File: src/rtl/gun_ctrl_pkg.sv
// Shared types and helpers for the Turkey Shoot crosshair controller.
// Owner encoding, position width and the 13-bit to 0..63 clamp.
package gun_ctrl_pkg;

  typedef enum logic [1:0] {
    IDLE  = 2'd0,
    JOY   = 2'd1,
    ANA   = 2'd2,
    MOUSE = 2'd3
  } src_t;

  localparam int GUN_W   = 6;
  localparam int GUN_MAX = 63;

  function automatic logic [GUN_W-1:0] clamp_pos(
    input logic signed [12:0] v
  );
    if (v < 13'sd0)  return '0;
    if (v > 13'sd63) return GUN_W'(GUN_MAX);
    return v[GUN_W-1:0];
  endfunction

endpackage

File: src/rtl/gun_axis_joy.sv
// One joystick axis: first-press step, repeat every HOLD_TICKS, step 2 after ACCEL_TICKS.
// Ports: clk_sys, reset, dec, inc, tick_p, en in; step (signed -2..+2) out.
module gun_axis_joy
  import gun_ctrl_pkg::*;
#(
  parameter int HOLD_TICKS  = 2,
  parameter int ACCEL_TICKS = 16
) (
  input  logic              clk_sys,
  input  logic              reset,
  input  logic              dec,
  input  logic              inc,
  input  logic              tick_p,
  input  logic              en,
  output logic signed [2:0] step
);

  localparam int CW = $clog2(ACCEL_TICKS + 1);
  localparam int RW = $clog2(HOLD_TICKS + 1);

  logic [CW-1:0] hold_cnt, hold_nxt;
  logic [RW-1:0] rep_cnt, rep_nxt;
  logic          held, fire;
  logic [1:0]    mag;

  always_comb begin
    held     = en && (dec ^ inc);
    hold_nxt = hold_cnt;
    rep_nxt  = rep_cnt;
    fire     = 1'b0;
    if (!held) begin
      hold_nxt = '0;
      rep_nxt  = '0;
    end else if (tick_p) begin
      if (hold_cnt != CW'(ACCEL_TICKS))
        hold_nxt = hold_cnt + 1'b1;
      // first held tick moves at once, then every HOLD_TICKS
      if (hold_cnt == '0) begin
        fire    = 1'b1;
        rep_nxt = '0;
      end else if (rep_cnt == RW'(HOLD_TICKS - 1)) begin
        fire    = 1'b1;
        rep_nxt = '0;
      end else begin
        rep_nxt = rep_cnt + 1'b1;
      end
    end
    mag  = (hold_nxt == CW'(ACCEL_TICKS)) ? 2'd2 : 2'd1;
    step = '0;
    if (fire)
      step = inc ? $signed({1'b0, mag})
                 : -$signed({1'b0, mag});
  end

  always_ff @(posedge clk_sys or posedge reset) begin
    if (reset) begin
      hold_cnt <= '0;
      rep_cnt  <= '0;
    end else begin
      hold_cnt <= hold_nxt;
      rep_cnt  <= rep_nxt;
    end
  end

endmodule

File: src/rtl/gun_pos_ctrl.sv
// Crosshair position owner: arbitrates joystick, analog and mouse on the 4 ms tick.
// Ports: clk_sys, reset, tick, joy_*, ana_*, mouse_* in; gun_h, gun_v, src_o, update_o out.
module gun_pos_ctrl
  import gun_ctrl_pkg::*;
#(
  parameter int HOLD_TICKS   = 2,
  parameter int ACCEL_TICKS  = 16,
  parameter int ANA_DEADZONE = 16,
  parameter int MOUSE_SHIFT  = 2,
  parameter int SRC_TIMEOUT  = 250,
  parameter int RESET_POS    = 32
) (
  input  logic              clk_sys,
  input  logic              reset,
  input  logic              tick,
  input  logic              joy_left,
  input  logic              joy_right,
  input  logic              joy_up,
  input  logic              joy_down,
  input  logic signed [7:0] ana_x,
  input  logic signed [7:0] ana_y,
  input  logic              ana_valid,
  input  logic signed [8:0] mouse_dx,
  input  logic signed [8:0] mouse_dy,
  input  logic              mouse_strobe,
  output logic [GUN_W-1:0]  gun_h,
  output logic [GUN_W-1:0]  gun_v,
  output logic [1:0]        src_o,
  output logic              update_o
);

  localparam int IW = $clog2(SRC_TIMEOUT + 1);

  function automatic logic [7:0] mag8(
    input logic signed [7:0] v
  );
    return v[7] ? 8'(-v) : 8'(v);
  endfunction

  function automatic logic signed [11:0] sat12(
    input logic signed [12:0] v
  );
    if (v > 13'sd2047)  return 12'sd2047;
    if (v < -13'sd2047) return -12'sd2047;
    return v[11:0];
  endfunction

  logic                     tick_d, tick_p;
  src_t                     owner, owner_n;
  logic [IW-1:0]            idle_cnt, idle_n;
  logic signed [11:0]       acc_x, acc_y;
  logic signed [11:0]       accx_n, accy_n;
  logic signed [11:0]       mstep_x, mstep_y;
  logic                     mflag, mflag_n;
  logic                     joy_act, ana_act;
  logic                     mouse_act, own_act;
  logic                     joy_en;
  logic signed [2:0]        jstep_h, jstep_v;
  logic [12:0]              del_h, del_v;
  logic [GUN_W-1:0]         pos_h_n, pos_v_n;

  gun_axis_joy #(
    .HOLD_TICKS (HOLD_TICKS),
    .ACCEL_TICKS(ACCEL_TICKS)
  ) u_joy_h (
    .clk_sys(clk_sys),
    .reset  (reset),
    .dec    (joy_left),
    .inc    (joy_right),
    .tick_p (tick_p),
    .en     (joy_en),
    .step   (jstep_h)
  );

  gun_axis_joy #(
    .HOLD_TICKS (HOLD_TICKS),
    .ACCEL_TICKS(ACCEL_TICKS)
  ) u_joy_v (
    .clk_sys(clk_sys),
    .reset  (reset),
    .dec    (joy_up),
    .inc    (joy_down),
    .tick_p (tick_p),
    .en     (joy_en),
    .step   (jstep_v)
  );

  always_comb begin
    tick_p    = tick & ~tick_d;
    joy_act   = joy_left | joy_right
              | joy_up | joy_down;
    ana_act   = ana_valid &&
                (mag8(ana_x) > 8'(ANA_DEADZONE) ||
                 mag8(ana_y) > 8'(ANA_DEADZONE));
    mouse_act = (acc_x != '0) || (acc_y != '0)
              || mflag;
    own_act   = 1'b0;
    case (owner)
      JOY:     own_act = joy_act;
      ANA:     own_act = ana_act;
      MOUSE:   own_act = mouse_act;
      default: own_act = 1'b0;
    endcase

    owner_n = owner;
    idle_n  = idle_cnt;
    if (tick_p) begin
      if (own_act) begin
        idle_n = '0;
      end else if (mouse_act) begin
        owner_n = MOUSE;
        idle_n  = '0;
      end else if (joy_act) begin
        owner_n = JOY;
        idle_n  = '0;
      end else if (ana_act) begin
        owner_n = ANA;
        idle_n  = '0;
      end else if (owner != IDLE) begin
        if (idle_cnt == IW'(SRC_TIMEOUT - 1)) begin
          owner_n = IDLE;
          idle_n  = '0;
        end else begin
          idle_n = idle_cnt + 1'b1;
        end
      end
    end
    joy_en = (owner_n == JOY);

    // whole pixels leave the accumulator, the sub-pixel remainder stays
    mstep_x = acc_x >>> MOUSE_SHIFT;
    mstep_y = acc_y >>> MOUSE_SHIFT;

    del_h   = '0;
    del_v   = '0;
    pos_h_n = gun_h;
    pos_v_n = gun_v;
    accx_n  = acc_x;
    accy_n  = acc_y;
    mflag_n = mflag;
    if (tick_p) begin
      mflag_n = 1'b0;
      case (owner_n)
        JOY: begin
          del_h = {{10{jstep_h[2]}}, jstep_h};
          del_v = {{10{jstep_v[2]}}, jstep_v};
        end
        MOUSE: begin
          del_h  = {mstep_x[11], mstep_x};
          del_v  = {mstep_y[11], mstep_y};
          accx_n = acc_x - (mstep_x <<< MOUSE_SHIFT);
          accy_n = acc_y - (mstep_y <<< MOUSE_SHIFT);
        end
        default: ;
      endcase
      if (owner == MOUSE && owner_n != MOUSE) begin
        accx_n = '0;
        accy_n = '0;
      end
      if (owner_n == ANA) begin
        pos_h_n = {~ana_x[7], ana_x[6:2]};
        pos_v_n = {~ana_y[7], ana_y[6:2]};
      end else begin
        pos_h_n = clamp_pos({7'b0, gun_h} + del_h);
        pos_v_n = clamp_pos({7'b0, gun_v} + del_v);
      end
    end

    // a strobe on the tick cycle lands after the step
    if (mouse_strobe) begin
      accx_n = sat12({accx_n[11], accx_n}
             + {{4{mouse_dx[8]}}, mouse_dx});
      accy_n = sat12({accy_n[11], accy_n}
             - {{4{mouse_dy[8]}}, mouse_dy});
      if (mouse_dx != '0 || mouse_dy != '0)
        mflag_n = 1'b1;
    end
  end

  assign src_o = owner;

  always_ff @(posedge clk_sys or posedge reset) begin
    if (reset) begin
      tick_d   <= 1'b0;
      owner    <= IDLE;
      idle_cnt <= '0;
      acc_x    <= '0;
      acc_y    <= '0;
      mflag    <= 1'b0;
      gun_h    <= GUN_W'(RESET_POS);
      gun_v    <= GUN_W'(RESET_POS);
      update_o <= 1'b0;
    end else begin
      tick_d   <= tick;
      owner    <= owner_n;
      idle_cnt <= idle_n;
      acc_x    <= accx_n;
      acc_y    <= accy_n;
      mflag    <= mflag_n;
      gun_h    <= pos_h_n;
      gun_v    <= pos_v_n;
      update_o <= (pos_h_n != gun_h)
               || (pos_v_n != gun_v);
    end
  end

endmodule

File: config.mk
export PLATFORM = sky130hd
export DESIGN_NAME = gun_pos_ctrl
export DESIGN_NICKNAME = d
export VERILOG_FILES = /design/src/rtl/gun_ctrl_pkg.sv /design/src/rtl/gun_axis_joy.sv /design/src/rtl/gun_pos_ctrl.sv
export SDC_FILE = /design/constraint.sdc
export NUM_CORES = 1
export LEC_CHECK = 0
export ABC_AREA = 1
export CAP_MARGIN = 20
export CORE_UTILIZATION = 55
export DETAILED_ROUTE_END_ITERATION = 16
export PLACE_DENSITY = 0.84
export SYNTH_ARGS = -nofsm -noshare
export SYNTH_HDL_FRONTEND = slang
export SYNTH_SLANG_ARGS = --single-unit
File: constraint.sdc
create_clock -name clk_sys -period 10.5 [get_ports clk_sys]
set_input_delay 2.625 -clock clk_sys [delete_from_list [all_inputs] [get_ports clk_sys]]
set_output_delay 2.625 -clock clk_sys [all_outputs]
set_load 0.05 [all_outputs]
==> impl_metrics.env, run 1 <==
export IMPL_outcome="complete, no violations"
export IMPL_cts_tree="built"
export IMPL_cts_resized=0
export IMPL_yosysSeqAreaShare_pct=28.2
export IMPL_drt_iter0_markers=273
export IMPL_worst_skew_pair_late_latency_ps=360
export IMPL_netlist_area_um2=5610
export IMPL_path_class="in -> reg"
export IMPL_placementRows=36
export IMPL_preCtsSetupSlack_ps=2370
export IMPL_syn_area_per_cell_um2=6.82
export IMPL_worst_slew_pin_slew_ps=784
export IMPL_end_kind="flip-flop"
export IMPL_pin_count=58
export IMPL_grt_pass1_vias=4845
export IMPL_relSlewSlack_pct=47.8
export IMPL_nFillCells=907
export IMPL_drv_cap=0
export IMPL_maxSlewViolCount=0
export IMPL_area_growth_pct=16.2
export IMPL_grt_max_degree=64
export IMPL_initial_core_util_pct=57.1
export IMPL_die_x_um=103
export IMPL_fmax_mhz=127
export IMPL_path_common_cell="inv_1"
export IMPL_routedWlPerCell_um=12.7
export IMPL_ys_ff_latch=63
export IMPL_slowest_delay_ps=560
export IMPL_drc=0
export IMPL_synth_edf_count=0
export IMPL_drtAntennaViolNets=0
export IMPL_gr_total_overflow=0
export IMPL_synth_fp_nets=913
export IMPL_rsz0062_at_grt="no"
export IMPL_final_area_um2=6520
export IMPL_worst_clock_skew_ps=9.22
export IMPL_grtUsageTotal_pct=26.5
export IMPL_synthFlopType="dfrtp_1"
export IMPL_startpoint_type="input port"
export IMPL_grt_pass1_wl_um=21600
export IMPL_ctsLongestPathBuffers=2
export IMPL_synth_cells=823
export IMPL_portBuffers=57
export IMPL_hold_viol_final=0
export IMPL_die_area_um2=10600
export IMPL_tns_ps=0
export IMPL_setup_slack_ps=2630
export IMPL_drive_gt1_share_pct=6.80
export IMPL_path_clk_slew_ps=70
export IMPL_core_um2=9820
export IMPL_required_ps=10740
export IMPL_antenna_found_initial=0
export IMPL_layout_area_seq_um2=1580
export IMPL_async_reset_ff_share_pct=100
export IMPL_hold_buffers=0
export IMPL_worst_hold_slack_ps=498
export IMPL_min_period_ps=7870
export IMPL_setup_violations_final=0
export IMPL_h_tree_depth=3
export IMPL_gp_congestion=0.931
export IMPL_crit_slowest_cell="nor2_1"
export IMPL_finalCritPeriodShare_pct=75.0
export IMPL_hp_class="reg -> reg"
export IMPL_synth_warnings=0
export IMPL_ys_types=46
export IMPL_multi_input_area_um2=3370
export IMPL_p_leak_nw=3.36
export IMPL_vdd_ir_drop_max_uv=147
export IMPL_antenna_cells=0
export IMPL_numCtsBuffers=9
export IMPL_die_y_um=103
export IMPL_root_buffer="clkbuf_8"
export IMPL_dp_final_hpwl_um=10200
export IMPL_num_nets_final=968
export IMPL_power_density_nw_per_um2=306
export IMPL_cp_arrival_ps=8120
export IMPL_rr_startpoint="tick_d"
export IMPL_cp_max_fo=20
export IMPL_min_from="u_joy_v.rep_cnt[1]"
export IMPL_vias_per_cell=5.20
export IMPL_postCtsSetupBuffers=0
export IMPL_drt_first_pass_iters=6
export IMPL_vias=5283
export IMPL_wl_um=12900
export IMPL_dpl_cell_area_um2=6310
export IMPL_clock_sinks=63
export IMPL_critPathLaunch="tick"
[where the power goes]
part,switching (mW),internal (mW)
logic,0.885,0.495
clock network,0.0938,0.128
registers,0.0676,0.321
[per-layer routing]
layer,GRT usage [%],routed length (um),vias to the layer above
met4,10.4,334,0
met5,0,0,-
met3,4.61,759,26
met2,43.2,5730,173
met1,35.0,6080,2332
li1,-,-,2752
[Yosys cell counts, drive strengths merged (7+ instances only)]
cell type	count	share of area (%)
a21oi	50	4.7
ha	43	9.6
nand2	184	13
dfrtp	61	27
nor2	92	6.6
a22oi	7	0.94
nand4	17	2.1
clkbuf	12	0.80
nand3	52	4.9
inv	154	10
xor2	33	5.2
o21ai	43	4.0
nor4	10	1.1
o22ai	10	1.1
nor3	12	1.2
[worst paths after layout]
path / slack (ps) / cells after the start / endpoint
min in group asynchronous: 2810 / 3 / u_joy_h.rep_cnt[0]
max: 2630 / 30 / acc_y[0]
max in group asynchronous: 7170 / 3 / acc_x[2]
max reg2reg: 5020 / 28 / acc_y[0]
min: 500 / 2 / u_joy_v.rep_cnt[1]
min reg2reg: 500 / 2 / u_joy_v.rep_cnt[1]
[cells by family after synthesis]
family	synth area share (%)
simple gates	29.2
buf+inv	11.9
compound gates	13.5
flops	28.2
fa+ha+maj	11.0
xor+xnor	5.93
mux	0.379
[per-stage QoR]
stage	instances	utilization [%]	power, mW
floorplan	823	-	1.46
global placement	1000	64.2	1.74
detailed placement	1000	64.2	1.76
CTS	1016	66.4	1.99
global route	1016	66.4	2.20
finish	1016	66.4	1.99
[critical path, delay by kind of cell]
family	cells	cell delay, ps
simple gates	13	2350
fa+ha+maj	1	360
xor+xnor	1	190
compound gates	8	1240
buf+inv	7	1330
[cell type report]
cell class	instances	share of cell area, %
sequential	63	24.2
timing repair buffer	61	9.21
clock buffer	13	2.59
clock inverter	3	0.614
multi-input combinational	585	51.7
tap	133	2.55
inverter	158	9.14
[cell usage in the layout (no fill, tap or decap), types with 5 or more instances in the layout]
| cell type | Yosys | final |
|---|---|---|
| nand3_1 | 49 | 49 |
| clkdlybuf4s50_1 | 0 | 57 |
| nor2_1 | 87 | 86 |
| nand2_2 | 10 | 10 |
| xnor2_1 | 5 | 5 |
| a21oi_1 | 48 | 48 |
| inv_2 | 5 | 6 |
| xor2_1 | 33 | 33 |
| o21ai_0 | 36 | 36 |
| o21ai_1 | 6 | 6 |
| nor3_1 | 10 | 10 |
| nand4_1 | 15 | 15 |
| clkbuf_8 | 0 | 12 |
| ha_1 | 43 | 43 |
| o22ai_1 | 10 | 10 |
| a21o_1 | 5 | 5 |
| nor4_1 | 10 | 10 |
| nand2_1 | 172 | 172 |
| dfrtp_1 | 61 | 61 |
| inv_1 | 149 | 148 |
| a22oi_1 | 7 | 7 |
[registers in the layout, summed over array words and instances (netlist names), 2 cells and up]
signal and flops:
acc_x 12, acc_y 12, idle_cnt 8, gun_h 6, gun_v 6, u_joy_h.hold_cnt 5
u_joy_v.hold_cnt 5, src_o 2, u_joy_h.rep_cnt 2, u_joy_v.rep_cnt 2
Note: power is estimated with default switching activity, not from simulation.
==> inputs of run 2 (changes only) <==
==> constraint.sdc (replaced) <==
create_clock -name clk_sys -period 8.2 [get_ports clk_sys]
set_input_delay 2.05 -clock clk_sys [delete_from_list [all_inputs] [get_ports clk_sys]]
set_output_delay 2.05 -clock clk_sys [all_outputs]
set_load 0.05 [all_outputs]
==> run 2 against run 1 <==
  * Core utilization up 0.87 points
  * Clock power is 70% higher
  * Largest power group unchanged
  * Global-route usage is 0.86 points higher
  * Wire length increased by 4.2%
==> impl_metrics.env, run 2 (same netlist as run 1, synthesis figures left out) <==
export IMPL_cts_tree="built"
export IMPL_final_area_um2=6600
export IMPL_initial_core_util_pct=57.1
export IMPL_gp_congestion=0.902
export IMPL_fmax_mhz=143
export IMPL_die_area_um2=10600
export IMPL_end_kind="flip-flop"
export IMPL_power_density_nw_per_um2=404
export IMPL_grt_max_degree=64
export IMPL_p_int_mw=1.30
export IMPL_antenna_cells=0
export IMPL_worst_r2r_path_depth=31
export IMPL_pin_count=58
export IMPL_clock_sinks=63
export IMPL_path_class="in -> reg"
export IMPL_final_common_cell="nand2_1"
export IMPL_vdd_ir_drop_max_uv=200
export IMPL_drt_iter0_markers=275
export IMPL_tns_ps=0
export IMPL_die_x_um=103
export IMPL_required_ps=8430
export IMPL_h_tree_depth=3
export IMPL_crit_slowest_cell="clkdlybuf4s50_1"
export IMPL_wl_um=13400
export IMPL_grtUsageTotal_pct=27.3
export IMPL_p_leak_nw=3.40
export IMPL_die_y_um=103
export IMPL_maxSlewViolCount=0
export IMPL_hold_viol_final=0
export IMPL_power_frac_comb_pct=67.4
export IMPL_power_switching_mw=1.37
export IMPL_area_growth_pct=17.7
export IMPL_numCtsBuffers=9
export IMPL_outcome="complete, no violations"
export IMPL_gr_total_overflow=0
export IMPL_setup_violations_final=0
export IMPL_rsz0062_at_grt="no"
export IMPL_portBuffers=57
export IMPL_hp_class="reg -> reg"
export IMPL_vias_per_cell=5.35
export IMPL_postCtsSetupBuffers=0
export IMPL_preCtsSetupSlack_ps=1030
export IMPL_vias=5445
export IMPL_finalCritPeriodShare_pct=85.1
export IMPL_worst_skew_pair_late_latency_ps=350
export IMPL_antenna_found_initial=0
export IMPL_root_buffer="clkbuf_8"
export IMPL_cp_arrival_ps=7210
export IMPL_cp_max_fo=20
export IMPL_worst_clock_skew_ps=9.43
export IMPL_drv_cap=0
export IMPL_routedWlPerCell_um=13.2
export IMPL_drive_gt1_share_pct=7.12
export IMPL_reg_top3="acc_x x12, acc_y x12, idle_cnt x8"
export IMPL_dp_final_hpwl_um=10300
export IMPL_hold_buffers=0
export IMPL_power_mw=2.67
export IMPL_startpoint_type="input port"
export IMPL_dpl_cell_area_um2=6320
export IMPL_rr_startpoint="acc_y[8]"
export IMPL_worst_hold_slack_ps=498
export IMPL_relSlewSlack_pct=47.2
export IMPL_grt_pass1_vias=4993
export IMPL_path_clk_slew_ps=70
export IMPL_power_switching_share_pct=51.3
export IMPL_min_from="acc_y[0]"
export IMPL_layout_common_cells="nand2_1, inv_1, nor2_1, dfrtp_1, clkdlybuf4s50_1"
export IMPL_setup_slack_ps=1220
export IMPL_critPathLaunch="ana_x[6]"
export IMPL_seqPwrFrac_pct=18.4
export IMPL_placementRows=36
export IMPL_drt_first_pass_iters=5
export IMPL_p_clk_share_pct=14.2
export IMPL_slowest_delay_ps=520
export IMPL_num_nets_final=970
export IMPL_worst_slew_pin_slew_ps=792
export IMPL_ctsLongestPathBuffers=2
export IMPL_path_common_cell="nand3_1"
export IMPL_min_period_ps=6980
export IMPL_drtAntennaViolNets=0
export IMPL_core_um2=9820
export IMPL_holdPathStages=2
export IMPL_drc=0
export IMPL_grt_pass1_wl_um=22600
export IMPL_cts_resized=0
[run 2: changes by cell type in the layout (fill, tap and decap cells not counted)]
cell	change
clkinvlp_4	+1
clkbuf_1	-1
bufinv_16	+3
clkinv_2	-2
buf_4	+2
clkbuf_8	-1
[run 2: area by class of cell]
type	instances	area (um^2)
sequential	63	1580
multi-input combinational	585	3370
tap	133	166
clock inverter	5	128
timing repair buffer	63	616
fill	897	3220
clock buffer	11	151
inverter	158	596
[run 2: power groups by stage]
stage	combinational (mW)	sequential, mW	clock (mW)
finish	1.80	0.491	0.378
global route	2.03	0.503	0.394
floorplan	1.28	0.587	0
global placement	1.73	0.496	0
detailed placement	1.76	0.496	0
CTS	1.78	0.491	0.381
[run 2: path summary, 6_finish.rpt]
check | endpoint | slack [ps]
worst min-delay path | acc_y[0] | 500
worst max register to register | acc_y[0] | 2850
worst max-delay path | acc_y[0] | 1220
max in group asynchronous | acc_y[1] | 5420
min in group asynchronous | gun_h[1] | 2250
worst min register to register | acc_y[0] | 500
[run 2: critical path, delay by kind of cell]
kind / cells / cell delay [ps]
fa+ha+maj: 1 / 380
buf+inv: 5 / 940
simple gates: 18 / 2430
compound gates: 8 / 1210
xor+xnor: 1 / 190
[run 2: metal layers]
layer,global-route usage (%),share of wire (%),vias up
met2,45.1,46,189
li1,-,-,2765
met4,9.64,2.1,0
met3,3.80,6.6,22
met1,36.8,45,2469
met5,0,0,-
[run 2: stage by stage]
stage | util (%) | std cells
after floorplan | - | 823
after global routing | 67.2 | 1018
after CTS | 67.2 | 1018
after global placement | 64.4 | 1002
final | 67.2 | 1018
after detailed placement | 64.4 | 1002
